## src/rtl/pipe_stage_reg.sv

```systemverilog
// Generic pipeline-stage register: valid/ready handshake, 2-entry skid buffer,
// flush that injects BUBBLE. Define PIPE_STAGE_PERF_EN for stall/kill counters.
module pipe_stage_reg #(
    parameter int unsigned       DATA_W = 32,
    parameter logic [DATA_W-1:0] BUBBLE = '0,
    parameter int unsigned       CNT_W  = 16
) (
    input  logic              clk,
    input  logic              reset,
    input  logic              in_valid,
    output logic              in_ready,
    input  logic [DATA_W-1:0] in_data,
    output logic              out_valid,
    input  logic              out_ready,
    output logic [DATA_W-1:0] out_data,
    input  logic              flush
`ifdef PIPE_STAGE_PERF_EN
    , output logic [CNT_W-1:0] stall_cnt
    , output logic [CNT_W-1:0] kill_cnt
`endif
);

    // Parameter range guard, present in every build.
    if (DATA_W < 1 || DATA_W > 512) begin : g_bad_data_w
        $error("pipe_stage_reg: DATA_W out of range");
    end
    if (CNT_W < 1) begin : g_bad_cnt_w
        $error("pipe_stage_reg: CNT_W must be at least 1");
    end

    // Encoding puts out_valid in bit 1 and in_ready in bit 0, so both are plain flop outputs.
    typedef enum logic [1:0] {
        ST_EMPTY = 2'b01,
        ST_FULL  = 2'b11,
        ST_SKID  = 2'b10
    } state_e;

    state_e            state_q, state_d;
    logic [DATA_W-1:0] main_q, main_d;
    logic [DATA_W-1:0] skid_q, skid_d;

    always_ff @(posedge clk or negedge reset) begin
        if (!reset) begin
            state_q <= ST_EMPTY;
            main_q  <= BUBBLE;
            skid_q  <= BUBBLE;
        end else begin
            state_q <= state_d;
            main_q  <= main_d;
            skid_q  <= skid_d;
        end
    end

    always_comb begin
        state_d = state_q;
        main_d  = main_q;
        skid_d  = skid_q;
        if (flush) begin
            state_d = ST_EMPTY;
            main_d  = BUBBLE;
            skid_d  = BUBBLE;
        end else begin
            unique case (state_q)
                ST_EMPTY: begin
                    if (in_valid) begin
                        state_d = ST_FULL;
                        main_d  = in_data;
                    end
                end
                ST_FULL: begin
                    if (in_valid && out_ready) begin
                        main_d = in_data;
                    end else if (in_valid) begin
                        state_d = ST_SKID;
                        skid_d  = in_data;
                    end else if (out_ready) begin
                        state_d = ST_EMPTY;
                        main_d  = BUBBLE;
                    end
                end
                ST_SKID: begin
                    // in_ready is low here, so in_valid is deliberately ignored.
                    if (out_ready) begin
                        state_d = ST_FULL;
                        main_d  = skid_q;
                    end
                end
                default: begin
                    state_d = ST_EMPTY;
                    main_d  = BUBBLE;
                    skid_d  = BUBBLE;
                end
            endcase
        end
    end

    assign out_valid = state_q[1];
    assign in_ready  = state_q[0];
    assign out_data  = main_q;

`ifdef PIPE_STAGE_PERF_EN
    localparam int unsigned SUM_W = CNT_W + 1;

    logic             stall_ev;
    logic             main_kill;
    logic [1:0]       kill_inc;
    logic [SUM_W-1:0] kill_sum;
    logic [CNT_W-1:0] stall_q, stall_d;
    logic [CNT_W-1:0] kill_q, kill_d;

    assign stall_ev  = out_valid & ~out_ready;
    // Main is only lost to a flush if downstream does not take it the same cycle.
    assign main_kill = flush & out_valid & ~out_ready;
    assign kill_inc  = 2'(main_kill) + 2'(flush && (state_q == ST_SKID));
    assign kill_sum  = SUM_W'(kill_q) + SUM_W'(kill_inc);

    always_comb begin
        stall_d = stall_q;
        kill_d  = kill_q;
        if (stall_ev && (stall_q != '1)) begin
            stall_d = stall_q + CNT_W'(1);
        end
        if (kill_sum[SUM_W-1]) begin
            kill_d = '1;
        end else begin
            kill_d = kill_sum[CNT_W-1:0];
        end
    end

    always_ff @(posedge clk or negedge reset) begin
        if (!reset) begin
            stall_q <= '0;
            kill_q  <= '0;
        end else begin
            stall_q <= stall_d;
            kill_q  <= kill_d;
        end
    end

    assign stall_cnt = stall_q;
    assign kill_cnt  = kill_q;
`endif

endmodule

```

## config.mk

```make
export PLATFORM = sky130hd
export DESIGN_NAME = pipe_stage_reg
export DESIGN_NICKNAME = d
export VERILOG_FILES = /design/src/rtl/pipe_stage_reg.sv
export SDC_FILE = /design/constraint.sdc
export NUM_CORES = 1
export LEC_CHECK = 0
export ABC_AREA = 1
export CORE_MARGIN = 2
export CORE_UTILIZATION = 55
export DETAILED_ROUTE_END_ITERATION = 10
export PLACE_DENSITY = 0.85
export REMOVE_ABC_BUFFERS = 1
export SYNTH_ARGS = -nofsm -noshare
export SYNTH_HDL_FRONTEND = slang
export SYNTH_SLANG_ARGS = --single-unit
```

## constraint.sdc

```tcl
create_clock -name clk -period 3.5 [get_ports clk]
set_clock_uncertainty 0.2 [all_clocks]
set_input_delay 0.875 -clock clk [delete_from_list [all_inputs] [get_ports clk]]
set_output_delay 0.875 -clock clk [all_outputs]
set_load 0.05 [all_outputs]
```

==> flow_summary.yaml <==
logic_synthesis:
  ys_types: 22
  syn_avg_cell_area_um2: 7.434
  syn-cell-area_um2: 3442
  synth_seq_cells: 66
  synth-seq-area-share_pct: 48.02
  syn_inst: 463
  ys.warnings.count: 0
sta:
  fmax_mhz: 357.1
  period_share_pct: 80.01
  slew_viol_final: 0
  fin_hold_ws_ns: 0.2752
  hold_viol_final: 0
  tns_ns: 0
  grt_setup_unrepaired: "no"
  timing.slew.headroom_pct: 43.44
  max_slew.worst_pin.slew_ns: 0.8475
  min_period_ns: 2.800
  final-setup-viol-count: 0
die:
  pin_count: 71
  initial_core_util_pct: 57.46
  die_w_um: 83.11
  rows: 28
  die_h_um: 83.11
  die-area_um2: 6907
  coreArea_um2: 5991
place:
  numPortBuffers: 70
  hpwl_mm: 5.825
  gp_congestion: 0.8503
  place_inst: 586
clock_tree:
  clock_path_buffers: 2
  root_buffer: "clkbuf_8"
  cts_tree: "done"
  clk_latency_ns: 0.34
  cts_setup_buffers: 0
  holdBufCountCts: 0
  cts_buffers: 9
  htreeDepth: 3
  cts_resized: 0
  cts.sinks: 66
  path_clk_slew_ns: 0.07
setup_path:
  reg2reg_slack_ns: 1.00
  cp_cell_sequence: "clkdlybuf4s50_1"
  reg2reg_depth: 9
  cp-start-kind: "flip-flop"
  cp.arrival_ns: 1.73
  r2r-end: "out_data[28]"
  crit_type: "reg -> out"
  cp_slowest_cell: "clkdlybuf4s50_1"
  critPathRequiredTime_ns: 2.42
  slowest_delay_ns: 0.81
  worst_setup_path_end_kind: "output port"
  worst-path-max-fanout: 5
  critPathTopFamily: "buffers and inverters"
  cp_num_buf_inv: 1
  rr_startpoint: "state_q[0]"
global_route:
  grt_pass1_vias: 3347
  grtUsageTotal_pct: 27.29
  grt_first_pass_wirelength_mm: 15.41
  grt-ovfl-total: 0
  grt_max_degree: 34
  antenna_found_initial: 0
route:
  drc: 0
  wl_mm: 9.098
  drt-initial-drc-count: 296
  dr.pass1.iters: 5
  vias: 3404
  vias_per_cell: 5.664
  ant_nets: 0
  wl_per_cell_um: 15.14
worst_hold_path:
  hold_end: "skid_q[22]"
  hold_path.startpoint: "skid_q[22]"
  hold_class: "reg -> reg"
  worstHoldPathCells: 2
power_and_ir_drop:
  leakagePower_nw: 2.286
  vdd_drop_max_v: 0.0004389
  powerDensity_nw_per_um2: 728.1
run:
  maxCapViolCount: 0
finish:
  nNetsFinal: 563
  syn_to_final_growth_pct: 26.10
  num-fill-cells: 454
  n_antenna_cell: 0
  layout-drive-gt1-share_pct: 7.224
  stdcell_count: 601
outcome:
  status: "completed"
through the flow:
step                      power (mW)  util [%]  worst slack, ns  instance area (µm²)
final                          3.160     72.45           0.6998                 4340
after global routing           3.325     72.45           0.6734                 4340
after CTS                      3.162     72.45           0.6934                 4340
after detailed placement       2.534     69.36           0.5457                 4155
after global placement         2.503     69.36           0.6018                 4155
after floorplan                1.983         -           0.6081                 3261
cells in the mapped netlist, drive strengths merged:
library cell	count	area [µm²]
clkbuf	8	30.03
o21ai	3	15.01
dfstp	1	26.28
nand2	235	884.6
nor2	6	40.04
a21oi	2	25.03
ha	4	50.05
inv	15	56.30
nand3	67	340.3
nand3b	1	7.510
o21bai	1	7.510
nand4	29	181.4
buf	26	151.4
dfrtp	65	1627
flip-flops by register name, indices dropped and copies added, names as in the netlist:
signal    count
skid_q       32
state_q       2
out_data     32
final cells by class:
cell class              instances  area [µm²]  area share (%)
inverters                      15       56.30           1.297
clock inverters                 3       40.04          0.9225
repair buffers                 82       798.3           18.39
multi-input cells             348        1554           35.80
well taps                      75       93.84           2.162
flip-flops and latches         66        1653           38.08
clock buffers                  12       145.1           3.344
report_power, final:
| part | switching, mW | total (mW) | leakage (nW) | internal (mW) |
|---|---|---|---|---|
| clock | 0.276 | 0.619 | 0.0962 | 0.343 |
| combinational | 1.05 | 1.51 | 1.29 | 0.464 |
| sequential | 0.105 | 1.03 | 0.899 | 0.926 |
| total | 1.43 | 3.16 | 2.29 | 1.73 |
cells by family (layout without fill, tap and decap cells):
family / after synthesis / after routing / share of synthesized area [%]
AO/OA/AOI/OAI: 6 / 6 / 1.381
adder cells (fa/ha/maj): 4 / 4 / 1.454
buffers and inverters: 49 / 112 / 6.907
flip-flops: 66 / 66 / 48.02
AND/OR/NAND/NOR: 338 / 338 / 42.24
cells in the final DEF, fill, tap and decap left out, types with 2 or more instances in the layout:
cell	count
buf_4	11
clkbuf_1	2
clkbuf_8	10
clkdlybuf4s50_1	69
clkinv_2	2
dfrtp_1	65
ha_1	4
inv_1	12
inv_2	3
nand2_1	234
nand3_1	66
nand4_1	29
nor2_1	2
nor2_2	2
nor2_4	2
o21ai_0	3
routing by layer:
metal	vias up	track usage [%]	routed length, µm
met5	-	0	0
met4	0	14.16	234
met3	25	5.567	737
met2	189	44.94	4387
met1	1590	33.99	3738
li1	1600	-	-
how the worst max path moves through the flow:
stage	cells past startpoint	to	from
finish	1	in_ready	state_q[0]
global placement	5	out_data[12]	flush
CTS	1	in_ready	state_q[0]
detailed placement	8	out_data[28]	in_valid
floorplan	5	skid_q[0]	state_q[1]
global route	1	in_ready	state_q[0]
No activity file was read; power rests on OpenSTA's default activity.
